$ cat config.mk
export PLATFORM = sky130hd
export DESIGN_NAME = frame_stream_reader
export DESIGN_NICKNAME = d
export VERILOG_FILES = /design/src/rtl/frame_stream_reader.sv
export SDC_FILE = /design/constraint.sdc
export NUM_CORES = 1
export LEC_CHECK = 0
export CORE_UTILIZATION = 45
export CTS_CLUSTER_DIAMETER = 120
export CTS_CLUSTER_SIZE = 12
export DETAILED_ROUTE_END_ITERATION = 12
export PLACE_DENSITY = 0.7
export SYNTH_ARGS = -nofsm -noshare
export SYNTH_HDL_FRONTEND = slang
export SYNTH_SLANG_ARGS = --single-unit
$ cat constraint.sdc
create_clock -name clk -period 6.74 [get_ports clk]
set_input_delay 1.348 -clock clk [delete_from_list [all_inputs] [get_ports clk]]
set_output_delay 1.348 -clock clk [all_outputs]
set_load 0.1 [all_outputs]
$ cat src/rtl/frame_stream_reader.sv
// Raster-order frame-buffer reader: issues pixel reads with optional mirror/flip,
// realigns read data through a credit-managed FIFO and emits an Avalon-ST stream.
module frame_stream_reader #(
    parameter int unsigned WIDTH  = 320,
    parameter int unsigned HEIGHT = 240,
    parameter int unsigned DATA_W = 12,
    parameter int unsigned ADDR_W = 17,
    parameter int unsigned RD_LAT = 1
) (
    input  logic              clk,
    input  logic              reset_n,
    input  logic              enable,
    input  logic              restart,
    input  logic              mirror,
    input  logic              flip,
    output logic [ADDR_W-1:0] rdaddress,
    output logic              rden,
    input  logic [DATA_W-1:0] rddata,
    output logic [DATA_W-1:0] out_data,
    output logic              out_valid,
    input  logic              out_ready,
    output logic              out_sop,
    output logic              out_eop,
    output logic              frame_done,
    output logic [15:0]       frame_count
);

    localparam int unsigned DEPTH = RD_LAT + 1;
    localparam int unsigned PTR_W = $clog2(DEPTH);
    localparam int unsigned CNT_W = $clog2(DEPTH + 1);
    localparam int unsigned SUM_W = CNT_W + 1;
    localparam int unsigned COL_W = (WIDTH > 1) ? $clog2(WIDTH) : 1;
    localparam int unsigned ROW_W = (HEIGHT > 1) ? $clog2(HEIGHT) : 1;

    logic [COL_W-1:0]  r_col;
    logic [ROW_W-1:0]  r_row;
    logic              r_mirror_l;
    logic              r_flip_l;
    logic [RD_LAT-1:0] r_tag_v;
    logic [RD_LAT-1:0] r_tag_sop;
    logic [RD_LAT-1:0] r_tag_eop;
    logic [DATA_W-1:0] r_fifo_data [DEPTH];
    logic [DEPTH-1:0]  r_fifo_sop;
    logic [DEPTH-1:0]  r_fifo_eop;
    logic [PTR_W-1:0]  r_rd_ptr;
    logic [PTR_W-1:0]  r_wr_ptr;
    logic [CNT_W-1:0]  r_count;
    logic [15:0]       r_frame_count;

    logic              w_at_start;
    logic              w_at_end;
    logic              w_mirror;
    logic              w_flip;
    logic [COL_W-1:0]  w_c;
    logic [ROW_W-1:0]  w_r;
    logic [ADDR_W-1:0] w_addr;
    logic [CNT_W-1:0]  w_inflight;
    logic [SUM_W-1:0]  w_used;
    logic              w_credit;
    logic              w_rden;
    logic              w_push;
    logic              w_pop;

    function automatic logic [PTR_W-1:0] ptr_inc(input logic [PTR_W-1:0] p);
        return (p == PTR_W'(DEPTH - 1)) ? '0 : p + PTR_W'(1);
    endfunction

    // The first pixel of a frame uses the live mode inputs; the rest use the latched mode.
    assign w_at_start = (r_col == '0) && (r_row == '0);
    assign w_at_end   = (r_col == COL_W'(WIDTH - 1)) && (r_row == ROW_W'(HEIGHT - 1));
    assign w_mirror   = w_at_start ? mirror : r_mirror_l;
    assign w_flip     = w_at_start ? flip   : r_flip_l;
    assign w_c        = w_mirror ? (COL_W'(WIDTH - 1) - r_col) : r_col;
    assign w_r        = w_flip   ? (ROW_W'(HEIGHT - 1) - r_row) : r_row;
    assign w_addr     = ADDR_W'(w_r) * ADDR_W'(WIDTH) + ADDR_W'(w_c);

    always_comb begin
        w_inflight = '0;
        for (int i = 0; i < RD_LAT; i++) begin
            w_inflight = w_inflight + CNT_W'(r_tag_v[i]);
        end
    end

    // Credit counts the slot freed by a same-cycle pop so a full pipe streams at one pixel/cycle.
    assign w_used   = SUM_W'(r_count) + SUM_W'(w_inflight);
    assign w_credit = w_used < (SUM_W'(DEPTH) + SUM_W'(w_pop));
    assign w_rden   = reset_n & enable & ~restart & w_credit;
    assign w_push   = r_tag_v[RD_LAT-1] & ~restart;
    assign w_pop    = out_valid & out_ready;

    assign rden        = w_rden;
    assign rdaddress   = w_rden ? w_addr : '0;
    assign out_valid   = (r_count != '0);
    assign out_data    = out_valid ? r_fifo_data[r_rd_ptr] : '0;
    assign out_sop     = out_valid & r_fifo_sop[r_rd_ptr];
    assign out_eop     = out_valid & r_fifo_eop[r_rd_ptr];
    assign frame_done  = w_pop & out_eop;
    assign frame_count = r_frame_count;

    always_ff @(posedge clk or negedge reset_n) begin
        if (!reset_n) begin
            r_col         <= '0;
            r_row         <= '0;
            r_mirror_l    <= 1'b0;
            r_flip_l      <= 1'b0;
            r_tag_v       <= '0;
            r_tag_sop     <= '0;
            r_tag_eop     <= '0;
            r_rd_ptr      <= '0;
            r_wr_ptr      <= '0;
            r_count       <= '0;
            r_frame_count <= '0;
        end else begin
            if (frame_done) begin
                r_frame_count <= r_frame_count + 16'd1;
            end
            r_tag_sop <= RD_LAT'({r_tag_sop, w_at_start});
            r_tag_eop <= RD_LAT'({r_tag_eop, w_at_end});
            if (restart) begin
                r_col    <= '0;
                r_row    <= '0;
                r_tag_v  <= '0;
                r_rd_ptr <= '0;
                r_wr_ptr <= '0;
                r_count  <= '0;
            end else begin
                r_tag_v <= RD_LAT'({r_tag_v, w_rden});
                if (w_rden) begin
                    if (w_at_start) begin
                        r_mirror_l <= mirror;
                        r_flip_l   <= flip;
                    end
                    if (r_col == COL_W'(WIDTH - 1)) begin
                        r_col <= '0;
                        r_row <= (r_row == ROW_W'(HEIGHT - 1)) ? '0 : r_row + ROW_W'(1);
                    end else begin
                        r_col <= r_col + COL_W'(1);
                    end
                end
                if (w_push) begin
                    r_wr_ptr <= ptr_inc(r_wr_ptr);
                end
                if (w_pop) begin
                    r_rd_ptr <= ptr_inc(r_rd_ptr);
                end
                if (w_push && !w_pop) begin
                    r_count <= r_count + CNT_W'(1);
                end else if (!w_push && w_pop) begin
                    r_count <= r_count - CNT_W'(1);
                end
            end
        end
    end

    // FIFO storage; validity is tracked by the pointers and count alone.
    always_ff @(posedge clk) begin
        if (w_push) begin
            r_fifo_data[r_wr_ptr] <= rddata;
            r_fifo_sop[r_wr_ptr]  <= r_tag_sop[RD_LAT-1];
            r_fifo_eop[r_wr_ptr]  <= r_tag_eop[RD_LAT-1];
        end
    end

endmodule
==> out/metrics.cfg, run 1 <==
[synthesis]
avgSynthCellArea_um2 = 10.7
synthTopCellsByArea = dfrtp_1, edfxtp_1, ha_1
ys_types = 55
synth-edff-count = 28
synth_area_um2 = 4080
synth_top_cell_area_share_pct = 25.8
synth-main-ff-cell = dfrtp_1
ys_async_sr_fraction_pct = 60.0
synthCells = 382
ys_warn_count = 0
synth_nets = 429
seq_area_frac_synth_pct = 46.4
synth_seq_cells = 70
synth_top_cell_by_area = dfrtp_1

[critical_path]
r2r_end = frame_count[9]
cp_top_family = compound AO/OA/AOI/OAI gates
path_cells = clkdlybuf4s50_1, inv_1, nor2_1, a21oi_1, buf_4, mux2i_1, ha_1, ha_1, o21a_1, a211o_1, a211oi_1, nand2_1, or3_1, o31ai_1, buf_12
r2r_setup_slack_ns = 4.29
r2r-start = r_rd_ptr
cp-end-kind = primary output
reg2reg_depth = 6
critPathSlowestCell = clkdlybuf4s50_1
path_buf_inv = 4
crit_start = flip
required_ns = 5.39
path_class = primary input to primary output
cp_max_fo = 11
cp_common_cell = ha_1
cp_num_cells = 15
max_stage_delay_ns = 0.39
cp-start-kind = primary input
worstPathArrival_ns = 4.77

[global_routing]
grt_pass1_vias = 2845
grt_overflow = 0
grt_usage_pct = 18.1
grt_max_degree = 44
grt_first_pass_wirelength_um = 13500
grt_antenna_before_repair = 0

[die]
die_w_um = 97.2
core_um2 = 8760
start_util_pct = 46.5
die-area_um2 = 9440
rows = 34
io_pins = 69
chipHeight_um = 97.2

[routing]
vias = 2985
wl_per_cell_um = 14.5
via_per_inst = 5.29
drc_errors = 0
drt-pass1-iter-count = 4
drt-initial-drc-count = 109
ant_nets = 0
wl_um = 8180

[power]
powerDensity_nw_per_um2 = 245
peakVddDrop_v = 0.000137
p_leak_nw = 2.19

[outcome]
status = complete, no violations

[timing]
slew_violations = 0
fin_tns_setup_ns = 0
finalHoldViolCount = 0
min_period_ns = 6.12
slew_headroom_pct = 27.7
skew_ns = 0.00777
post-route-period-util_pct = 90.8
fmax_mhz = 163
setup_viol = 0
tightest_slew_ns = 1.08
rsz0062_at_grt = false

[worst_hold_path]
whs_endpoint = r_fifo_eop[1]
holdPathStages = 0
hp-start = r_tag_eop
hold_path_class = register to register

[clocking]
holdBufCountCts = 0
clk_latency_ns = 0.34
clk_pin_slew_worst_paths_ns = 0.08
cts.sinks = 70
cts_setup_buffers = 0
cts_root_buffer = clkbuf_8
htreeDepth = 3
clk_path_buf_depth = 2
cts.repair.resized = 0
cts_tree = built
numCtsBuffers = 9

[place]
io_buffers = 68
place_hpwl_um = 5860
gp_congestion = 0.813
placedCellCount = 548

[flow_run]
cap_viol_max_count = 0

[finish]
fin_cells = 564
fin_util_pct = 57.8
nets = 498
drive_gt1_share_pct = 11.4
area_delta_synth_final_pct = 24.3
n_antenna_cell = 0

## area by class of cell
cell class                 instances  area [µm²]
tap                              108         135
multi-input combinational        283        2060
inverter                          15        56.3
timing repair buffer              72         711
clock buffer                      10         149
fill                             744        3700
sequential                        70        1890
clock inverter                     6        67.6
## registers in the layout, indices dropped and copies added (netlist names)
name,flops
r_count,2
r_col,9
r_fifo_data,24
r_tag_eop,1
r_rd_ptr,1
r_wr_ptr,1
r_flip_l,1
r_fifo_eop,2
frame_count,16
r_mirror_l,1
r_fifo_sop,2
r_tag_sop,1
r_tag_v,1
r_row,8
## cells by family after synthesis
| family | count (synthesis) | share of synthesized area (%) |
|---|---|---|
| xor gates and xnor gates | 49 | 10.9 |
| adders and majority gates | 28 | 8.96 |
| AOI/OAI and AO/OA | 51 | 7.98 |
| muxes | 21 | 5.83 |
| buffers and inverters | 29 | 3.25 |
| and+or+nand+nor | 134 | 16.6 |
| DFF | 70 | 46.4 |
## power by group
part / switching [mW] / internal, mW / total (mW)
clock network: 0.165 / 0.194 / 0.360
logic: 0.255 / 0.155 / 0.410
registers: 0.0164 / 0.457 / 0.473
total: 0.436 / 0.806 / 1.24
## worst register-to-register path, stage by stage (launching register included)
cell and delay, ns:
dfrtp_1 0.88, mux2i_1 0.23, nor2_2 0.26, and4_1 0.29
nor3b_2 0.38, nand3_1 0.15, xnor2_1 0.15
## synth_stat cells, types with 2 or more instances
cell	instances
a211o_1	2
a211oi_1	3
a21o_1	5
a21oi_1	11
a31oi_1	2
and3_1	10
and4_1	2
buf_1	2
buf_2	4
buf_6	2
clkbuf_1	5
dfrtp_1	42
edfxtp_1	28
fa_1	2
ha_1	26
inv_1	14
mux2i_1	17
mux2i_4	2
nand2_1	24
nand2b_1	2
nand3_1	15
nand3b_1	2
nand4_1	3
nor2_1	50
nor2b_1	4
nor3_1	5
nor3b_1	3
nor4_1	2
o2111ai_1	2
o21a_1	4
o21ai_0	7
o21ai_1	8
o31ai_1	2
or3_1	3
xnor2_1	27
xor2_1	21
## how the worst max path moves through the flow
| stage | to | slack (ns) |
|---|---|---|
| floorplan | rdaddress[16] | 0.13 |
| global placement | rdaddress[16] | 0.69 |
| detailed placement | rdaddress[16] | 0.60 |
| CTS | rdaddress[16] | 0.60 |
| global route | rdaddress[16] | 0.34 |
| finish | rdaddress[16] | 0.62 |
## placed cells by master, fill, tap and decap left out, types with 7 or more instances in the layout
cell             Yosys  layout
nor2_1              50      50
clkbuf_8             0       9
buf_4                1      18
ha_1                26      26
and3_1              10      10
xnor2_1             27      27
clkdlybuf4s50_1      0      49
mux2i_1             17      17
nand2_1             24      24
xor2_1              21      21
inv_1               14      14
a21oi_1             11      11
edfxtp_1            28      28
nand3_1             15      15
o21ai_1              8       8
o21ai_0              7       7
dfrtp_1             42      42
## per-stage QoR
step | worst slack, ns | instance area, µm² | power, mW | hold WS [ns]
6_report | 0.621 | 5070 | 1.24 | 0.453
5_1_grt | 0.345 | 5070 | 1.31 | 0.452
4_1_cts | 0.604 | 5070 | 1.26 | 0.448
3_5_place_dp | 0.595 | 4850 | 0.893 | 0.429
3_3_place_gp | 0.691 | 4850 | 0.884 | 0.425
2_1_floorplan | 0.133 | 4080 | 0.799 | 0.420
## routing by layer
layer  up-vias  part of all wire (%)  global-route usage [%]
li1       1479                     -                       -
met1      1419                    47                    24.3
met2        72                    47                    27.7
met3        15                   4.4                    4.03
met4         0                   2.1                    8.84
met5         -                     0                       0
Power figures use the tool's default switching activity.
==> inputs of run 2 (changes only) <==
--- a/config.mk
+++ b/config.mk
@@ -9,6 +9,7 @@
 export CTS_CLUSTER_DIAMETER = 120
 export CTS_CLUSTER_SIZE = 12
 export DETAILED_ROUTE_END_ITERATION = 12
+export MAX_ROUTING_LAYER = met4
 export PLACE_DENSITY = 0.7
 export SYNTH_ARGS = -nofsm -noshare
 export SYNTH_HDL_FRONTEND = slang
==> run 2 against run 1 <==
Sequential share of layout area unchanged. Setup slack about the same. Critical path depth unchanged. Clock skew about the same. Routed wire length increased by 0.34%. Combinational power about the same. Register-to-register slack about the same. Flip-flop and latch count unchanged. First-iteration DRC count increased by 14%. Maximum frequency unchanged.
==> out/metrics.cfg, run 2 (same netlist as run 1, synthesis figures left out) <==
[critical_path]
path_buf_inv = 4  ; unchanged
reg2reg_depth = 6  ; unchanged
cp_max_fo = 11  ; unchanged
cp-end-kind = primary output
critPathSlowestCell = clkdlybuf4s50_1
worstPathArrival_ns = 4.77  ; about the same
cp-start-kind = primary input
cp_top_family = compound AO/OA/AOI/OAI gates
required_ns = 5.39  ; about the same
r2r-start = r_rd_ptr
r2r_end = frame_count[9]
max_stage_delay_ns = 0.39  ; about the same
r2r_setup_slack_ns = 4.28  ; about the same
path_cells = clkdlybuf4s50_1, inv_1, nor2_1, a21oi_1, buf_4, mux2i_1, ha_1, ha_1, o21a_1, a211o_1, a211oi_1, nand2_1, or3_1, o31ai_1, buf_12
path_class = primary input to primary output
cp_common_cell = ha_1

[global_routing]
grt_overflow = 0  ; unchanged
grt_antenna_before_repair = 0  ; unchanged
grt_first_pass_wirelength_um = 13500  ; unchanged
grt_pass1_vias = 2837  ; -0.28%
grt_usage_pct = 18.6  ; +0.53 points
grt_max_degree = 44  ; unchanged

[finish]
largest_reg_flops = 24  ; unchanged
drive_gt1_share_pct = 11.4  ; unchanged
layout_commonest_cell = nor2_1
nets = 498  ; unchanged
fin_util_pct = 57.8  ; unchanged
n_antenna_cell = 0  ; unchanged
area_delta_synth_final_pct = 24.3  ; unchanged
fin_cells = 564  ; unchanged
top_register = r_fifo_data
layout_common_cells = nor2_1, clkdlybuf4s50_1, dfrtp_1
final_cell_area_um2 = 5070  ; unchanged

[worst_hold_path]
holdPathStages = 0  ; unchanged
hp-start = r_tag_eop
hold_path_class = register to register
whs_endpoint = r_fifo_eop[1]

[timing]
skew_ns = 0.00749  ; -0.000280 ns
min_period_ns = 6.12  ; -0.0000110 ns
fmax_mhz = 163  ; unchanged
finalHoldViolCount = 0  ; unchanged
setup_slack_ns = 0.621  ; +0.0000110 ns
whs_ns = 0.453  ; -0.000498 ns
fin_tns_setup_ns = 0  ; unchanged
rsz0062_at_grt = false
slew_violations = 0  ; unchanged
setup_viol = 0  ; unchanged
post-route-period-util_pct = 90.8  ; about the same
tightest_slew_ns = 1.08  ; +0.0000294 ns
slew_headroom_pct = 27.7  ; about the same

[power]
peakVddDrop_v = 0.000137  ; about the same
powerDensity_nw_per_um2 = 245  ; about the same
p_leak_nw = 2.19  ; unchanged
power_mw = 1.24  ; about the same

[clocking]
clk_pin_slew_worst_paths_ns = 0.08  ; about the same
htreeDepth = 3  ; unchanged
clk_path_buf_depth = 2  ; unchanged
clk_latency_ns = 0.34  ; about the same
holdBufCountCts = 0  ; unchanged
cts_root_buffer = clkbuf_8
cts_setup_buffers = 0  ; unchanged
cts_tree = built
cts.sinks = 70  ; unchanged
cts.repair.resized = 0  ; unchanged
numCtsBuffers = 9  ; unchanged

[routing]
ant_nets = 0  ; unchanged
wl_um = 8210  ; +0.34%
via_per_inst = 5.29  ; -0.13%
drc_errors = 0  ; unchanged
wl_per_cell_um = 14.5  ; +0.34%
drt-pass1-iter-count = 4  ; unchanged
drt-initial-drc-count = 124  ; +14%
vias = 2981  ; -0.13%

[die]
start_util_pct = 46.5  ; unchanged
rows = 34  ; unchanged
die_w_um = 97.2  ; unchanged
io_pins = 69  ; unchanged
core_um2 = 8760  ; unchanged
chipHeight_um = 97.2  ; unchanged
die-area_um2 = 9440  ; unchanged

[place]
gp_congestion = 0.825  ; +1.5%
placedCellCount = 548  ; unchanged
io_buffers = 68  ; unchanged
place_hpwl_um = 5860  ; unchanged
dp_slack_ns = 0.595  ; unchanged
place_area_um2 = 4850  ; unchanged

[flow_run]
cap_viol_max_count = 0  ; unchanged

[outcome]
status = complete, no violations

-- run 2: where the power goes --
| part | total [mW] | switching, mW | internal [mW] | leakage, nW |
|---|---|---|---|---|
| Clock | 0.359 | 0.165 | 0.194 | 0.104 |
| Sequential | 0.473 | 0.0164 | 0.457 | 0.830 |
| Combinational | 0.411 | 0.256 | 0.155 | 1.25 |
| Total | 1.24 | 0.437 | 0.806 | 2.19 |
-- run 2: how the worst max path moves through the flow --
stage	from	endpoint	depth (start not counted)
final	flip	rdaddress[16]	15
after global routing	flip	rdaddress[16]	15
after CTS	flip	rdaddress[16]	15
after detailed placement	flip	rdaddress[16]	15
after global placement	flip	rdaddress[16]	15
after floorplan	flip	rdaddress[16]	11
-- run 2: routing by layer --
layer / GRT usage (%) / share of wire (%) / vias up
met5: - / 0 / -
met4: 8.84 / 1.9 / 0
met3: 3.74 / 4.3 / 13
met2: 27.7 / 47 / 77
met1: 24.5 / 47 / 1411
li1: - / - / 1480
-- run 2: area by class of cell --
cell class	instances	area, µm²
Sequential cell	70	1890
Clock inverter	6	67.6
Inverter	15	56.3
Tap cell	108	135
Timing Repair Buffer	72	711
Fill cell	744	3700
Clock buffer	10	149
Multi-Input combinational cell	283	2060
==> inputs of run 3 (changes only) <==
--- a/config.mk
+++ b/config.mk
@@ -5,6 +5,7 @@
 export SDC_FILE = /design/constraint.sdc
 export NUM_CORES = 1
 export LEC_CHECK = 0
+export CAP_MARGIN = 15
 export CORE_UTILIZATION = 45
 export CTS_CLUSTER_DIAMETER = 120
 export CTS_CLUSTER_SIZE = 12
==> results of run 3 <==
The final DEF is identical to that of run 2; final timing and power are the same.
